==> config.mk <==
export PLATFORM = sky130hd
export DESIGN_NAME = reg_file
export DESIGN_NICKNAME = d
export VERILOG_FILES = /design/src/rtl/reg_file.sv
export SDC_FILE = /design/constraint.sdc
export NUM_CORES = 2
export LEC_CHECK = 0
export ABC_CLOCK_PERIOD_IN_PS = 7900
export BUFFER_PORTS_ARGS = -buffer_cell sky130_fd_sc_hd__buf_2
export CORE_ASPECT_RATIO = 1.1
export CORE_MARGIN = 5
export CORE_UTILIZATION = 45
export CTS_CLUSTER_SIZE = 8
export DETAILED_ROUTE_END_ITERATION = 8
export PLACE_DENSITY = 0.57
export SLEW_MARGIN = 15
export SYNTH_ARGS = -nofsm -noshare
export SYNTH_HDL_FRONTEND = slang
export SYNTH_SLANG_ARGS = --single-unit
==> constraint.sdc <==
create_clock -name clk_in -period 7.9 [get_ports clk_in]
set_clock_uncertainty 0.2 [all_clocks]
set_input_delay 0.79 -clock clk_in [delete_from_list [all_inputs] [get_ports clk_in]]
set_output_delay 0.79 -clock clk_in [all_outputs]
set_load 0.01 [all_outputs]
==> src/rtl/reg_file.sv <==
// Architectural register file with rename tags: commit write-back, issue-time
// dependency tagging, flush of rename state, and two source-operand query ports.
module reg_file_entry #(
  parameter int ROB_ID_W = 5
) (
  input  logic                clk_in,
  input  logic                rst_in,
  input  logic                rdy_in,
  input  logic                rob_clear,
  input  logic                commit_hit,
  input  logic [ROB_ID_W-1:0] update_val_dep,
  input  logic [31:0]         update_val,
  input  logic                rename_hit,
  input  logic [ROB_ID_W-1:0] update_dep,
  output logic [31:0]         val,
  output logic                busy,
  output logic [ROB_ID_W-1:0] dep
);
  always_ff @(posedge clk_in) begin
    if (rst_in) begin
      val  <= '0;
      busy <= 1'b0;
      dep  <= '0;
    end else if (rdy_in) begin
      if (rob_clear) begin
        busy <= 1'b0;
        dep  <= '0;
      end else begin
        if (commit_hit) begin
          val <= update_val;
          // only the youngest writer's commit releases the register
          if (busy && dep == update_val_dep) busy <= 1'b0;
        end
        if (rename_hit) begin
          busy <= 1'b1;
          dep  <= update_dep;
        end
      end
    end
  end
endmodule

module reg_file #(
  parameter int REG_NUM  = 32,
  parameter int ROB_ID_W = 5
) (
  input  logic                clk_in,
  input  logic                rst_in,
  input  logic                rdy_in,
  input  logic                rob_clear,
  input  logic                is_update_val,
  input  logic [4:0]          update_val_id,
  input  logic [ROB_ID_W-1:0] update_val_dep,
  input  logic [31:0]         update_val,
  input  logic                is_update_dep,
  input  logic [4:0]          update_dep_id,
  input  logic [ROB_ID_W-1:0] update_dep,
  input  logic [4:0]          qry1_id,
  output logic                qry1_busy,
  output logic [ROB_ID_W-1:0] qry1_dep,
  output logic [31:0]         qry1_val,
  input  logic [4:0]          qry2_id,
  output logic                qry2_busy,
  output logic [ROB_ID_W-1:0] qry2_dep,
  output logic [31:0]         qry2_val
);
  typedef struct packed {
    logic                busy;
    logic [ROB_ID_W-1:0] dep;
    logic [31:0]         val;
  } qry_rsp_t;

  logic [REG_NUM-1:0][31:0]         val_q;
  logic [REG_NUM-1:0]               busy_q;
  logic [REG_NUM-1:0][ROB_ID_W-1:0] dep_q;

  genvar i;
  generate
    for (i = 0; i < REG_NUM; i++) begin : g_reg
      if (i == 0) begin : g_zero
        assign val_q[i]  = '0;
        assign busy_q[i] = 1'b0;
        assign dep_q[i]  = '0;
      end else begin : g_ent
        reg_file_entry #(.ROB_ID_W(ROB_ID_W)) u_ent (
          .clk_in         (clk_in),
          .rst_in         (rst_in),
          .rdy_in         (rdy_in),
          .rob_clear      (rob_clear),
          .commit_hit     (is_update_val && update_val_id == 5'(i)),
          .update_val_dep (update_val_dep),
          .update_val     (update_val),
          .rename_hit     (is_update_dep && update_dep_id == 5'(i)),
          .update_dep     (update_dep),
          .val            (val_q[i]),
          .busy           (busy_q[i]),
          .dep            (dep_q[i])
        );
      end
    end
  endgenerate

  // same-cycle rename is deliberately not bypassed; a matching commit is
  function automatic qry_rsp_t lookup(input logic [4:0] q);
    lookup = '0;
    if (q != '0) begin
      if (is_update_val && !rob_clear && update_val_id == q &&
          busy_q[q] && dep_q[q] == update_val_dep) begin
        lookup.val = update_val;
      end else begin
        lookup.busy = busy_q[q];
        lookup.dep  = dep_q[q];
        lookup.val  = val_q[q];
      end
    end
  endfunction

  qry_rsp_t rsp1, rsp2;
  assign rsp1 = lookup(qry1_id);
  assign rsp2 = lookup(qry2_id);

  assign qry1_busy = rsp1.busy;
  assign qry1_dep  = rsp1.dep;
  assign qry1_val  = rsp1.val;
  assign qry2_busy = rsp2.busy;
  assign qry2_dep  = rsp2.dep;
  assign qry2_val  = rsp2.val;
endmodule

==> impl_metrics.ini <==
[power_and_ir_drop]
pwr-share-seq = 0.442
switching_share = 0.253
powerDensity_nw_per_um2 = 196
combPwrFrac = 0.074
power_frac_clock = 0.483
internal-power_w = 0.0101
switchingPower_w = 0.00341
worst_ir_drop_vdd_uv = 243
p_leak_nw = 22.5

[synth]
synth-seq-cells = 1178
synth_top_area_frac = 0.375
yosysSeqAreaShare = 0.375
synth_fp_nets = 7020
async_reset_ff_frac = 0
netlist.top_cell.by_area = dfxtp_1
synth.most_common_cell = nand2_1
ys.flop_type = dfxtp_1
synth_top_cells_by_count = nand2_1, dfxtp_1, a21oi_1
syn_inst = 6952
synthesis.area_sq_um = 62900
synth_cell_type_count = 53
avgSynthCellArea_sq_um = 9.05
ys_top_cells_by_area = dfxtp_1, mux4_2, nand2_1
ys_warn_count = 0
synth-edff-count = 0

[clock_network]
cts-root-buf = clkbuf_16
numCtsBuffers = 166
insertion_delay_ns = 0.81
htree_num_levels = 4
path_clk_slew_ns = 0.05
cts_tree = yes
postCtsSetupRepairBufs = 0
clockBufferDepth = 3
holdBufCountCts = 0
post_cts_resized = 0
clock_sinks = 1178

[layout]
drive_above_1_share = 0.199
area_growth_pct = 9.58
fill_cells = 12986
layout.nets = 6723
final_cells = 8502
design_area_sq_um = 68900

[timing]
fin_setup_tns_ns = 0
final_max_slew_viol_count = 0
relSlewSlack = 0.122
worst_pin_slew_ns = 1.31
setup_viol_count_final = 0
fmax_mhz = 166
finalHoldViolations = 0
rsz0062_at_grt = no
min_period_over_period = 0.763
layout_min_cycle_time_ns = 6.02

[placed_design]
dp.cells = 8312
dpl-instance-area_sq_um = 64500
place_hpwl_um = 145000
gp_congestion = 0.919
port_buffers = 143

[routing]
antenna_left = 0
routed_wl_um = 261000
wire_per_inst_um = 30.7
firstDrtPassIters = 8
drc = 0
vias_per_cell = 6.55
drtIter0Drc = 7873
num_vias = 55711

[grt]
grt_usage = 0.344
grt_pass1_vias = 53324
overflow = 0
grt_pass1_wl_um = 377000
grt_max_degree = 211
grt_antenna_before_repair = 7

[status]
status = finished, final reports clean

[worst_setup_path]
critical_path_class = input port to output port
path_buf_inv = 3
crit_slowest_cell = or4_4
crit_family = buffers and inverters
cp-end-kind = output port
slowest_delay_ns = 0.90
critPathArrivalTime_ns = 5.03
crit_path_cell_trace = buf_8 > buf_4 > mux4_2 > a21oi_1 > o21a_1 > o311a_1 > nor3_1 > o2111ai_1 > or4_4 > mux2_2 > buf_2
worstPathMaxFanout = 71
start_kind = input port
cp.required_ns = 6.91

[floorplanning]
start_util = 0.451
core_sq_um = 139000
die_h_um = 402
die_w_um = 367
num_io_pins = 144
dieArea_sq_um = 147000
rows = 144

[min_path]
min_path_type = register to register

[job]
drv_cap = 0
[power by group through the flow]
stage	Clock (W)	Combinational (W)	Sequential, W
3_5_place_dp	0	0.000981	0.00610
3_3_place_gp	0	0.000976	0.00610
4_1_cts	0.00658	0.000981	0.00598
6_report	0.00653	0.00101	0.00598
5_1_grt	0.00683	0.00104	0.00597
2_1_floorplan	0	0.000672	0.00609
[final timing paths]
| path | from | to | slack [ns] | depth (start not counted) |
|---|---|---|---|---|
| hold / removal | g_reg[27].g_ent.u_ent.val[16] | g_reg[27].g_ent.u_ent.val[16] | 0.26 | 2 |
| hold reg to reg | g_reg[27].g_ent.u_ent.val[16] | g_reg[27].g_ent.u_ent.val[16] | 0.26 | 2 |
| setup / recovery | qry1_id[1] | qry1_val[12] | 1.88 | 11 |
| setup reg to reg | g_reg[8].g_ent.u_ent.dep[2] | g_reg[8].g_ent.u_ent.busy | 6.22 | 6 |
[per-stage QoR]
step           hold slack [ns]  total power (W)  utilization  worst slack (ns)
5_1_grt                  0.277           0.0138        0.494              1.68
3_5_place_dp             0.256          0.00708        0.462              1.85
4_1_cts                  0.263           0.0135        0.494              1.84
3_3_place_gp             0.249          0.00707        0.462              1.92
6_report                 0.262           0.0135        0.494              1.88
2_1_floorplan            0.243          0.00676            -              3.03
[kinds of logic after synthesis]
logic type                count (synthesis)  share of synthesized area
AOI/OAI and AO/OA                      1390                      0.124
muxes                                   891                      0.271
buffers and inverters                   733                     0.0456
and+or+nand+nor                        2585                      0.161
DFF                                    1178                      0.375
xor gates and xnor gates                175                     0.0244
[tightest hold or removal path, stage by stage (launching register included)]
cell and delay (ns):
dfxtp_1 0.31, nand2_1 0.05, a21oi_1 0.05
[layout by cell type (no fill, tap or decap), types with 100 or more instances in the layout]
cell       count
a21oi_1     1037
a22oi_1      180
buf_2        132
buf_4        113
clkbuf_16    171
dfxtp_1     1178
mux2_2       173
mux4_2       625
nand2_1     2022
nor2_1       321
xnor2_1      100
[state kept, by name, indices dropped and copies added, names as in the netlist]
signal	flops
g.g_ent.u_ent.val	992
g.g_ent.u_ent.busy	31
g.g_ent.u_ent.dep	155
[area by class of cell]
| cell class | instances | area [sq um] | share of cell area |
|---|---|---|---|
| inverters | 8 | 32.5 | 0.000472 |
| clock inverters | 9 | 144 | 0.00209 |
| diodes | 3 | 7.51 | 0.000109 |
| repair buffers | 260 | 1770 | 0.0257 |
| well taps | 1825 | 2280 | 0.0331 |
| multi-input cells | 5041 | 36800 | 0.534 |
| clock buffers | 178 | 4340 | 0.0629 |
| flip-flops and latches | 1178 | 23600 | 0.342 |
[metal layers]
metal | global-route usage | wire length, um
met5 | 0 | 27
met4 | 0.184 | 16600
met3 | 0.0719 | 29500
met2 | 0.535 | 117000
met1 | 0.452 | 97600
(Power assumes the default switching activity.)
